$ cat config.mk
export PLATFORM = sky130hd
export DESIGN_NAME = pipelined_mux_nx1
export DESIGN_NICKNAME = d
export VERILOG_FILES = /design/src/rtl/pipelined_mux_nx1.sv
export SDC_FILE = /design/constraint.sdc
export NUM_CORES = 1
export LEC_CHECK = 0
export ABC_AREA = 1
export CAP_MARGIN = 20
export CORE_MARGIN = 1.5
export CORE_UTILIZATION = 50
export DETAILED_ROUTE_END_ITERATION = 7
export GPL_ROUTABILITY_DRIVEN = 1
export GPL_TIMING_DRIVEN = 0
export PLACE_DENSITY = 0.8
export SYNTH_ARGS = -nofsm -noshare
export SYNTH_HDL_FRONTEND = slang
export SYNTH_SLANG_ARGS = --single-unit
$ cat constraint.sdc
create_clock -name CLK -period 6.5 [get_ports CLK]
set_clock_uncertainty 0.2 [all_clocks]
set_input_delay 1.625 -clock CLK [delete_from_list [all_inputs] [get_ports CLK]]
set_output_delay 1.625 -clock CLK [all_outputs]
set_load 0.02 [all_outputs]
$ cat src/rtl/pipelined_mux_nx1.sv
// Registered N-to-1 operand-select mux with valid tracking, stall/flush control,
// sticky illegal-select flag and per-input saturating selection counters.
module pipelined_mux_nx1 #(
  parameter int WIDTH  = 32,
  parameter int NUM_IN = 5,
  parameter int SEL_W  = 3,
  parameter int STAGES = 1,
  parameter int CNT_W  = 16
) (
  input  logic                    CLK,
  input  logic                    RESET,
  input  logic [NUM_IN*WIDTH-1:0] IN,
  input  logic [SEL_W-1:0]        SELECT,
  input  logic                    IN_VALID,
  input  logic                    STALL,
  input  logic                    FLUSH,
  input  logic                    CNT_CLEAR,
  input  logic [SEL_W-1:0]        CNT_IDX,
  output logic [WIDTH-1:0]        OUT,
  output logic                    OUT_VALID,
  output logic                    SEL_ERROR,
  output logic [CNT_W-1:0]        CNT_OUT
);

  // Handshake: a beat is taken whenever IN_VALID is high and neither STALL nor
  // FLUSH is; there is no ready, so the producer must treat STALL as backpressure.
  logic             accept;
  logic             sel_legal;
  logic [WIDTH-1:0] sel_data;
  logic [WIDTH-1:0] in_arr [NUM_IN];
  logic [WIDTH-1:0] stg_d  [STAGES];
  logic             stg_v  [STAGES];
  logic [CNT_W-1:0] cnt    [NUM_IN];

  for (genvar g = 0; g < NUM_IN; g++) begin : g_unpack
    assign in_arr[g] = IN[g*WIDTH +: WIDTH];
  end

  assign accept    = IN_VALID & ~STALL & ~FLUSH;
  assign sel_legal = (32'(SELECT) < NUM_IN);

  // Out-of-range selects fall back to input 0, as the legacy mux did.
  always_comb begin
    sel_data = in_arr[0];
    for (int k = 1; k < NUM_IN; k++) begin
      if (SELECT == SEL_W'(k)) sel_data = in_arr[k];
    end
  end

  always_ff @(posedge CLK) begin
    if (RESET || FLUSH) begin
      for (int i = 0; i < STAGES; i++) begin
        stg_d[i] <= '0;
        stg_v[i] <= 1'b0;
      end
    end else if (!STALL) begin
      stg_d[0] <= IN_VALID ? sel_data : '0;
      stg_v[0] <= IN_VALID;
      for (int i = 1; i < STAGES; i++) begin
        stg_d[i] <= stg_d[i-1];
        stg_v[i] <= stg_v[i-1];
      end
    end
  end

  assign OUT       = stg_d[STAGES-1];
  assign OUT_VALID = stg_v[STAGES-1];

  always_ff @(posedge CLK) begin
    if (RESET) begin
      SEL_ERROR <= 1'b0;
    end else if (accept && !sel_legal) begin
      SEL_ERROR <= 1'b1;
    end
  end

  // Clear beats a same-cycle increment; counters stop at all-ones.
  always_ff @(posedge CLK) begin
    if (RESET || CNT_CLEAR) begin
      for (int k = 0; k < NUM_IN; k++) cnt[k] <= '0;
    end else if (accept && sel_legal) begin
      for (int k = 0; k < NUM_IN; k++) begin
        if (SELECT == SEL_W'(k) && cnt[k] != {CNT_W{1'b1}}) cnt[k] <= cnt[k] + 1'b1;
      end
    end
  end

  always_comb begin
    CNT_OUT = '0;
    for (int k = 0; k < NUM_IN; k++) begin
      if (CNT_IDX == SEL_W'(k)) CNT_OUT = cnt[k];
    end
  end

endmodule

# Yosys cells after proc, flatten, opt, wreduce, memory -nomap -nowiden
# Memories as Yosys holds them, arrays and structs flattened.
# Cells that the tools add are included.
[word_totals]
regBits = 1
mem_bits_rw = 113
in_bits = 172
word_cells = 92
mem_count = 3
[classes]
addsub = 5
order_cmp = 1
n_eq_ne = 13
mux = 46
n_bitwise = 9
reduce_logical = 14
[mem_list]
columns = ["memory", "depth", "word_bits", "read_ports", "rd_clocked_by_memory_dff", "wr", "line_no", "rtl"]
rows = [
  ["cnt", 5, 16, 5, 0, 5, "33", "logic [CNT_W-1:0] cnt [NUM_IN];"],
  ["stg_d", 1, 32, 1, 0, 1, "31", "logic [WIDTH-1:0] stg_d [STAGES];"],
  ["stg_v", 1, 1, 1, 0, 1, "32", "logic stg_v [STAGES];"],
]
[op_table]
columns = ["op", "n"]
rows = [
  ["two-way mux 32 bit", 6],
  ["two-way mux 16 bit", 10],
  ["adder 16 x 1 -> 16 bit (second input constant)", 5],
  ["inequality test 16 bit (second input constant)", 5],
  ["OR reduction 32 bit", 1],
  ["two-way mux 1 bit", 30],
  ["== test 3 x 2 -> 1 bit (second input constant)", 4],
  ["logical AND 1 bit", 7],
  ["== test 3 x 1 -> 1 bit (second input constant)", 2],
  ["== test 3 bit (second input constant)", 2],
  ["zero test 3 bit", 2],
  ["bitwise OR 1 bit", 5],
  ["< comparator 3 bit (second input constant)", 1],
  ["bitwise AND 1 bit", 2],
  ["logical OR 1 bit", 2],
  ["inverter 1 bit", 2],
  ["zero test 1 bit", 1],
  ["OR reduction 1 bit", 1],
]

# Depth between registers and ports, before layout
# Gate-level depths: netlist (run 1).
[logic_depth]
depth_word = 8
mapped_depth = 9
depth_no_buf = 9

# Worst setup path after synthesis (run 1)
# No wires, ideal clock.
[synth_timing]
kind = "in2out"
start = "in CNT_IDX[1]"
end = "out CNT_OUT[10]"
t_arrival_ps = 2591
setup_slack_ps = 2084
path_stages = 6
cell_sequence = "nor2_1 -> nand2_1 -> inv_1 -> clkbuf_1 -> nand2_1 -> nand3_1"
[synth_via]
elab_chain_cells = 6
[synth_rtl]
columns = ["item", "line_no", "rtl"]
rows = [
  ["start, declared", "18", "input logic [SEL_W-1:0] CNT_IDX,"],
  ["zero test 3 bit", "91", "if (CNT_IDX == SEL_W'(k)) CNT_OUT = cnt[k];"],
  ["two-way mux 16 bit (4 in series)", "91", ""],
  ["two-way mux 16 bit (*)", "91", ""],
  ["end, declared", "22", "output logic [CNT_W-1:0] CNT_OUT"],
]
# Every way passes the cells marked *; elsewhere a longest branch is shown, timed or not.

# Worst setup path after layout (run 1)
[layout_timing]
start = "in CNT_IDX[0]"
end = "out CNT_OUT[11]"
# The elaborated chain is that of the path after synthesis.

==> results.sh, run 1 <==
export IMPL_yosysSeqAreaShare=0.4034
export IMPL_crit_type="in -> out"
export IMPL_place_congestion=0.9591
export IMPL_cts_sinks=114
export IMPL_wire_per_inst_um=17.40
export IMPL_synth_cell_types=37
export IMPL_switching_share=0.2479
export IMPL_switchingPower_mw=0.5307
export IMPL_vdd_drop_max_mv=0.1786
export IMPL_setup_viol_count_final=0
export IMPL_fin_crit_ns=5.821
export IMPL_final_max_slew_viol_count=0
export IMPL_cts_made_buffers=17
export IMPL_status="finished clean"
export IMPL_final_cell_mix="clkdlybuf4s50_1 (220), nand2_1 (182), inv_1 (153)"
export IMPL_drive_gt1_frac=0.1210
export IMPL_start_util=0.5102
export IMPL_final_nets=1453
export IMPL_synth_seq_cells=114
export IMPL_path_clk_slew_ns=0.05
export IMPL_p_leak_nw=4.218
export IMPL_grt_use_total=0.2998
export IMPL_port_buffer_count=220
export IMPL_clk_latency_ns=0.43
export IMPL_pwr_share_clk=0.430
export IMPL_cp_max_fo=10
export IMPL_crit_arrival_ns=4.00
export IMPL_fin_setup_tns_ns=0
export IMPL_slowest_stage="clkdlybuf4s50_1"
export IMPL_fp_dieH_um=133.1
export IMPL_mostFrequentLayoutCell="clkdlybuf4s50_1"
export IMPL_post_cts_buffers=0
export IMPL_maxCapViolations=0
export IMPL_cts_resized=0
export IMPL_cpPeakStageDelay_ns=0.62
export IMPL_vias_per_cell=5.330
export IMPL_drc=0
export IMPL_seqPwrFrac=0.409
export IMPL_core_area_sq_mm=0.01658
export IMPL_slew_headroom=0.4491
export IMPL_vias=8048
export IMPL_clock_path_buffers=2
export IMPL_p_int_mw=1.610
export IMPL_drt_iter0_markers=597
export IMPL_cts_hold_buf=0
export IMPL_cts_htree_levels=4
export IMPL_pwr_share_comb=0.162
export IMPL_hpwl_mm=20.57
export IMPL_crit_required_ns=4.68
export IMPL_period_share=0.8955
export IMPL_cts_tree="built"
export IMPL_placementRows=47
export IMPL_startpoint_type="input port"
export IMPL_grt_overflow_total=0
export IMPL_io_pins=222
export IMPL_routed_wl_mm=26.27
export IMPL_rsz0062_at_grt="no"
export IMPL_root_buffer="clkbuf_16"
export IMPL_antenna_found_initial=1
export IMPL_holdWs_ns=0.2754
export IMPL_holdCritPathClass="reg -> reg"
export IMPL_yosysWarnings=0
export IMPL_max_freq_mhz=171.8
export IMPL_power_density_mw_per_mm2=186.0
export IMPL_ant_nets=0
export IMPL_p_total_mw=2.141
export IMPL_hold_viol=0
export IMPL_worst_pin_slew_ns=0.8234
export IMPL_syn_inst=1037
export IMPL_syn_area_sq_mm=0.008461
export IMPL_die_x_um=133.1
export IMPL_crit_chain="clkdlybuf4s50_1, nor2_1, nand2_1, inv_1, clkbuf_1, nand2_1, nand3_1, clkdlybuf4s50_1"
export IMPL_grt_max_degree=34
export IMPL_syn_nets=1214
export IMPL_syn_avg_cell_area_sq_um=8.159
export IMPL_worst_setup_path_end_kind="output pin"
export IMPL_grt_pass1_vias=7999
export IMPL_drt_pass1_iter_count=5
export IMPL_grt_pass1_wl_mm=40.90
export IMPL_dieArea_sq_mm=0.01771
export IMPL_syn_to_final_growth_pct=36.07
==> layout make-up <==
class | count | area (sq um)
fill | 1399 | 5071
multi-input combinational | 709 | 4094
sequential | 114 | 3413
timing repair buffer | 220 | 2202
inverter | 158 | 593.1
clock buffer | 26 | 489.2
buffer | 56 | 362.8
tap | 220 | 275.3
clock inverter | 6 | 80.08
antenna | 1 | 2.502
==> registers in the layout (all words and copies together) (netlist names) <==
signal / flops
cnt: 80
stg_d: 32
SEL_ERROR: 1
stg_v: 1
==> routing by layer <==
metal	global-route usage	wire length, um	vias to the layer above
li1	-	-	3928
met1	0.3508	10140	3687
met2	0.5159	13030	362
met3	0.07011	2099	71
met4	0.1484	1006	0
met5	0	0	-
==> cell usage after synthesis <==
library cell | n | area (sq um)
clkbuf_1 | 29 | 108.9
o31ai_1 | 1 | 7.510
nor3_4 | 1 | 16.27
nor2_2 | 3 | 18.77
nand2_2 | 5 | 31.28
and3_1 | 1 | 6.260
inv_2 | 5 | 18.77
nor3b_1 | 1 | 7.510
a21oi_1 | 47 | 235.2
nor2_8 | 1 | 20.02
or2_0 | 30 | 187.7
xnor2_1 | 17 | 148.9
o22ai_1 | 13 | 81.33
a21oi_2 | 80 | 700.7
ha_1 | 5 | 62.56
clkbuf_2 | 1 | 5.000
dfxtp_1 | 1 | 20.02
nor2_4 | 4 | 45.04
buf_4 | 1 | 7.510
buf_1 | 3 | 11.26
o21ai_1 | 14 | 70.07
buf_12 | 8 | 160.2
buf_2 | 14 | 70.07
o211ai_1 | 36 | 270.3
nand2_4 | 1 | 11.26
nand4_1 | 9 | 56.30
o21ai_0 | 53 | 265.3
nor2_1 | 59 | 221.5
or2_2 | 2 | 12.51
nand3b_1 | 1 | 7.510
inv_1 | 153 | 574.3
nand3_2 | 3 | 30.03
nand3_1 | 69 | 345.3
nand2_1 | 183 | 686.9
edfxtp_1 | 113 | 3393
xor2_1 | 52 | 455.4
nor3_1 | 18 | 90.09
==> power groups by stage <==
stage / Clock [mW] / Combinational [mW] / Sequential, mW
finish: 0.920 / 0.346 / 0.875
global route: 0.948 / 0.373 / 0.879
CTS: 0.926 / 0.345 / 0.874
detailed placement: 0 / 0.343 / 0.888
global placement: 0 / 0.340 / 0.887
floorplan: 0 / 0.143 / 0.895
==> stage by stage <==
step           instances  cell area [sq um]  setup WS [ns]    util
6_report            1510              11510         0.6793  0.6942
5_1_grt             1510              11510         0.4604  0.6942
4_1_cts             1509              11510         0.7414  0.6941
3_5_place_dp        1477              10940         0.7682  0.6597
3_3_place_gp        1477              10940         0.7882  0.6596
2_1_floorplan       1037               8461          2.084       -
==> path summary, 6_finish.rpt <==
path / start / end / slack [ns] / depth (start not counted)
max: CNT_IDX[0] / CNT_OUT[11] / 0.68 / 8
min: SEL_ERROR / SEL_ERROR / 0.28 / 2
min reg2reg: SEL_ERROR / SEL_ERROR / 0.28 / 2
max reg2reg: cnt[0][64] / cnt[0][76] / 3.68 / 9
==> cells by family after synthesis <==
group | count (synthesis) | share of synthesized area
buffers and inverters | 214 | 0.1130
XOR/XNOR | 69 | 0.07143
AO/OA/AOI/OAI | 244 | 0.1927
AND/OR/NAND/NOR | 391 | 0.2121
flip-flops | 114 | 0.4034
adder cells (fa/ha/maj) | 5 | 0.007394
==> worst max-delay path: cells and delay by family <==
family	cells	cell delay (ns)
and+or+nand+nor	4	0.74
buffers and inverters	4	1.62
Note: power is estimated with default switching activity, not from simulation.
==> run 2, diff against run 1 <==
Settings changed: CELL_PAD_IN_SITES_DETAIL_PLACEMENT from default to 1, CELL_PAD_IN_SITES_GLOBAL_PLACEMENT from default to 2, CORE_UTILIZATION 50 to 31, CTS_CLUSTER_DIAMETER from default to 100, PLACE_DENSITY 0.8 to 0.86.
==> run 2 against run 1 <==
  * First-iteration DRC count fell by 50%
  * Register-to-register slack got worse by 0.11 ns
  * Count of clock-buffer cells in the layout fell by 9
  * Maximum frequency fell by 0.66%
  * Power rose by 4.9%
  * Utilization fell by 26 points
  * Critical path type unchanged
  * Highest routed layer is now met5
==> results.sh, run 2 (synthesized netlist as in run 1, its figures left out) <==
export IMPL_status="finished clean"
export IMPL_fin_setup_tns_ns=0
export IMPL_core_area_sq_mm=0.02688
export IMPL_r2r_end="cnt[0][67]"
export IMPL_start_util=0.3148
export IMPL_antenna_found_initial=5
export IMPL_final_nets=1453
export IMPL_cts_tree="built"
export IMPL_largest_reg_flops=80
export IMPL_wire_per_inst_um=18.22
export IMPL_r2r_slack_ns=3.57
export IMPL_p_leak_nw=4.237
export IMPL_cts_sinks=114
export IMPL_drc=0
export IMPL_pwr_share_clk=0.455
export IMPL_worst_pin_slew_ns=0.8623
export IMPL_top_register="cnt"
export IMPL_final_cell_mix="clkdlybuf4s50_1 (220), nand2_1 (182), inv_1 (153)"
export IMPL_grt_max_degree=34
export IMPL_hold_viol=0
export IMPL_crit_type="in -> out"
export IMPL_setup_ws_ns=0.6404
export IMPL_final_max_slew_viol_count=0
export IMPL_syn_to_final_growth_pct=38.57
export IMPL_cts_resized=0
export IMPL_switchingPower_mw=0.6107
export IMPL_port_buffer_count=220
export IMPL_pwr_share_comb=0.155
export IMPL_holdCritPathClass="reg -> reg"
export IMPL_post_cts_buffers=0
export IMPL_worstSetupEndpoint="CNT_OUT[11]"
export IMPL_io_pins=222
export IMPL_r2r_start="cnt[0][64]"
export IMPL_maxCapViolations=0
export IMPL_vias=7896
export IMPL_vias_per_cell=4.832
export IMPL_switching_share=0.2720
export IMPL_max_freq_mhz=170.7
export IMPL_drt_pass1_iter_count=5
export IMPL_crit_start="CNT_IDX[0]"
export IMPL_vdd_drop_max_mv=0.1801
export IMPL_grt_overflow_total=0
export IMPL_fp_dieH_um=168.2
export IMPL_grt_pass1_vias=8464
export IMPL_clock_path_buffers=2
export IMPL_clk_latency_ns=0.43
export IMPL_cts_htree_levels=4
export IMPL_fin_crit_ns=5.860
export IMPL_crit_arrival_ns=4.03
export IMPL_startpoint_type="input port"
export IMPL_routed_wl_mm=29.77
export IMPL_drt_iter0_markers=296
export IMPL_grt_use_total=0.2145
export IMPL_path_clk_slew_ns=0.06
export IMPL_crit_required_ns=4.68
export IMPL_seqPwrFrac=0.389
export IMPL_die_x_um=168.2
export IMPL_place_inst=1598
export IMPL_postLayoutCoreUtil=0.4362
export IMPL_cts_hold_buf=0
export IMPL_p_int_mw=1.635
export IMPL_rr_worst_depth=9
export IMPL_cp_max_fo=10
export IMPL_root_buffer="clkbuf_16"
export IMPL_worst_setup_path_end_kind="output pin"
export IMPL_ant_nets=0
export IMPL_slew_headroom=0.4231
export IMPL_drive_gt1_frac=0.1257
export IMPL_dieArea_sq_mm=0.02829
export IMPL_place_congestion=0.8461
export IMPL_grt_pass1_wl_mm=46.44
export IMPL_mostFrequentLayoutCell="clkdlybuf4s50_1"
export IMPL_hpwl_mm=24.27
export IMPL_placementRows=60
export IMPL_largestRegisters="cnt x80, stg_d x32"
export IMPL_fin_cells=1634
export IMPL_dpl_worst_slack_ns=0.6897
export IMPL_rsz0062_at_grt="no"
export IMPL_setup_viol_count_final=0
export IMPL_power_density_mw_per_mm2=191.5
export IMPL_cts_made_buffers=17
export IMPL_period_share=0.9015
run 2: changes by cell type in the layout (fill, tap and decap cells not counted), sizes merged:
cell	change
bufinv	+1
clkbuf	-9
clkinv	-2
clkinvlp	+2
diode	+3
inv	+8
run 2: metrics by stage:
step	area, sq um	total power, mW	hold slack [ns]
final	11720	2.245	0.2723
after detailed placement	11090	1.241	0.2570
after CTS	11710	2.261	0.2723
after floorplan	8461	1.039	0.3371
after global routing	11720	2.321	0.3093
after global placement	11090	1.235	0.2538
run 2: metal layers:
| layer | vias up | global-route usage | wire (um) |
|---|---|---|---|
| met1 | 3687 | 0.2412 | 11790 |
| met5 | - | 0 | 12 |
| met2 | 217 | 0.3832 | 15190 |
| met3 | 45 | 0.05524 | 1878 |
| li1 | 3945 | - | - |
| met4 | 2 | 0.09200 | 898 |
run 2: worst min-delay path by stage:
stage | startpoint | end | slack [ns] | cells past startpoint
2_1_floorplan | SEL_ERROR | SEL_ERROR | 0.34 | 2
3_3_place_gp | SEL_ERROR | SEL_ERROR | 0.25 | 2
3_5_place_dp | SEL_ERROR | SEL_ERROR | 0.26 | 2
4_1_cts | SEL_ERROR | SEL_ERROR | 0.27 | 2
5_1_grt | SEL_ERROR | SEL_ERROR | 0.31 | 2
6_report | SEL_ERROR | SEL_ERROR | 0.27 | 2
run 2: area by class of cell:
cell class                      count  area (sq um)
Buffer                             56         362.8
Timing Repair Buffer              220          2202
Fill cell                        3248         15150
Sequential cell                   114          3413
Tap cell                          341         426.7
Clock inverter                     15         196.4
Multi-Input combinational cell    709          4094
Inverter                          158         593.1
Antenna cell                        4         10.01
Clock buffer                       17         425.4
run 2: worst max-delay path: stages:
cell and delay (ns):
clkdlybuf4s50_1 0.54, nor2_1 0.31, nand2_1 0.22, inv_1 0.14, clkbuf_1 0.32, nand2_1 0.13, nand3_1 0.14, clkdlybuf4s50_1 0.61
run 2: power groups by stage:
| stage | Sequential (mW) | Clock, mW | Combinational, mW |
|---|---|---|---|
| after floorplan | 0.895 | 0 | 0.143 |
| after global placement | 0.888 | 0 | 0.348 |
| after detailed placement | 0.889 | 0 | 0.352 |
| after CTS | 0.874 | 1.03 | 0.353 |
| after global routing | 0.879 | 1.06 | 0.380 |
| final | 0.874 | 1.02 | 0.349 |
==> run 3, diff against run 2 <==
Settings changed: CAP_MARGIN 20 to default, CORE_UTILIZATION 31 to 29, PLACE_DENSITY 0.86 to 0.81.
Clock period 6.5 ns to 6.6 ns, I/O delays scaled along.
==> run 3 against run 2 <==
  * Utilization down 2.8 points
  * Critical path depth unchanged
  * First-iteration DRC count increased by 15%
  * Flip-flop and latch count unchanged
  * Sequential power is 1% lower
  * Wire length increased by 0.59%
  * Combinational power is 2% lower
  * Largest cell class unchanged
  * Sequential share of layout area about the same
  * Non-clock buffer count stayed put
  * Global-route usage fell by 1.4 points
  * Power shrank 5.4%
  * Register-to-register slack better by 0.14 ns
==> results.sh, run 3 (synthesized netlist as in run 1, its figures left out) <==
export IMPL_maxCapViolations=0
export IMPL_cp_max_fo=10
export IMPL_antenna_found_initial=2
export IMPL_hold_viol=0
export IMPL_grt_pass1_vias=8388
export IMPL_port_buffer_count=220
export IMPL_vias_per_cell=4.700
export IMPL_dpl_worst_slack_ns=0.7310
export IMPL_setup_viol_count_final=0
export IMPL_cts_htree_levels=4
export IMPL_ant_nets=0
export IMPL_fin_crit_ns=5.899
export IMPL_clk_latency_ns=0.43
export IMPL_vias=7872
export IMPL_crit_chain="clkdlybuf4s50_1, inv_1, nand3_1, clkbuf_1, o22ai_1, a21oi_1, nand3_1, clkdlybuf4s50_1"
export IMPL_startpoint_type="input port"
export IMPL_fin_cells=1675
export IMPL_slew_headroom=0.4050
export IMPL_cts_sinks=114
export IMPL_drt_pass1_iter_count=5
export IMPL_rr_worst_depth=9
export IMPL_drc=0
export IMPL_top_usage_layer="met2"
export IMPL_final_nets=1453
export IMPL_critical_path_top_delay_family="buffers and inverters"
export IMPL_worst_pin_slew_ns=0.8894
export IMPL_cts_tree="built"
export IMPL_cpPeakStageDelay_ns=0.57
export IMPL_place_congestion=0.8261
export IMPL_largest_reg_flops=80
export IMPL_largestRegisters="cnt x80, stg_d x32"
export IMPL_setup_ws_ns=0.7010
export IMPL_drt_iter0_markers=341
export IMPL_max_freq_mhz=169.5
export IMPL_cts_hold_buf=0
export IMPL_slowest_stage="clkdlybuf4s50_1"
export IMPL_dieArea_sq_mm=0.03021
export IMPL_final_cell_mix="clkdlybuf4s50_1 (220), nand2_1 (182), inv_1 (153)"
export IMPL_multi_input_area_sq_mm=0.004094
export IMPL_routed_wl_mm=29.95
export IMPL_path_clk_slew_ns=0.06
export IMPL_crit_type="in -> out"
export IMPL_root_buffer="clkbuf_16"
export IMPL_grtUsageMet1=0.2290
export IMPL_min_path_cells=2
export IMPL_placementRows=62
export IMPL_grt_overflow_total=0
export IMPL_grt_use_total=0.2006
export IMPL_crit_cells=8
export IMPL_use_met2=0.3597
export IMPL_cts_made_buffers=17
export IMPL_ff_latch_area_sq_mm=0.003413
export IMPL_period_share=0.8938
export IMPL_nFillCells=3435
export IMPL_grt_max_degree=34
export IMPL_die_x_um=173.8
export IMPL_wire_per_inst_um=17.88
export IMPL_power_density_mw_per_mm2=181.1
export IMPL_path_buf_inv=4
export IMPL_status="finished clean"
export IMPL_p_total_mw=2.123
export IMPL_fp_dieH_um=173.8
export IMPL_holdCritPathClass="reg -> reg"
export IMPL_io_pins=222
export IMPL_syn_to_final_growth_pct=38.58
export IMPL_mostFrequentLayoutCell="clkdlybuf4s50_1"
export IMPL_post_cts_buffers=0
export IMPL_top_register="cnt"
export IMPL_grt_pass1_wl_mm=46.38
export IMPL_worst_setup_path_end_kind="output pin"
export IMPL_cts_resized=0
export IMPL_met3_usage=0.06162
export IMPL_crit_arrival_ns=4.05
export IMPL_drive_gt1_frac=0.1257
export IMPL_rsz0062_at_grt="no"
export IMPL_core_area_sq_mm=0.02870
export IMPL_vdd_drop_max_mv=0.1970
export IMPL_p_leak_nw=4.206
export IMPL_crit_required_ns=4.75
export IMPL_fin_setup_tns_ns=0
export IMPL_final_max_slew_viol_count=0
export IMPL_place_inst=1641
export IMPL_hpwl_mm=24.34
export IMPL_clock_path_buffers=2
export IMPL_start_util=0.2948
## run 3: cell types whose count changed in the layout (fill, tap and decap cells not counted)
cell	delta
bufinv_16	-2
clkinv_4	+2
clkinvlp_4	+2
diode_2	-2
inv_6	-1
inv_8	-1
## run 3: area by class of cell
type	instances	share of cell area
well taps	384	0.04098
clock buffers	17	0.03628
plain buffers	56	0.03095
flip-flops and latches	114	0.2911
inverters	158	0.05058
clock inverters	15	0.01270
multi-input cells	709	0.3492
diodes	2	0.0004268
repair buffers	220	0.1878
## run 3: tightest hold or removal path, delay by kind of cell (launching register included)
kind,cells,cell delay (ns)
flops,1,0.32
compound gates,1,0.07
simple gates,1,0.06
## run 3: worst paths after layout
kind | slack (ns) | endpoint | startpoint
setup / recovery | 0.70 | CNT_OUT[10] | CNT_IDX[2]
hold / removal | 0.30 | SEL_ERROR | SEL_ERROR
hold reg to reg | 0.30 | SEL_ERROR | SEL_ERROR
setup reg to reg | 3.71 | cnt[0][71] | cnt[0][64]
## run 3: power breakdown
group	total, mW	leakage (nW)	switching (mW)	internal, mW
logic	0.342	2.66	0.171	0.172
clock network	0.919	0.271	0.392	0.528
registers	0.861	1.28	0.0304	0.831
total	2.12	4.21	0.593	1.53
## run 3: per-stage QoR
step | cell area, sq um | utilization | hold WS, ns
3_5_place_dp | 11150 | 0.3883 | 0.2875
5_1_grt | 11730 | 0.4085 | 0.3305
3_3_place_gp | 11140 | 0.3882 | 0.2725
6_report | 11730 | 0.4085 | 0.2977
4_1_cts | 11720 | 0.4083 | 0.2987
2_1_floorplan | 8461 | - | 0.3371
## run 3: metal layers
layer / up-vias / share of wire
met5: - / 0
met4: 0 / 0.018
met3: 26 / 0.066
met2: 211 / 0.50
met1: 3695 / 0.41
li1: 3940 / -
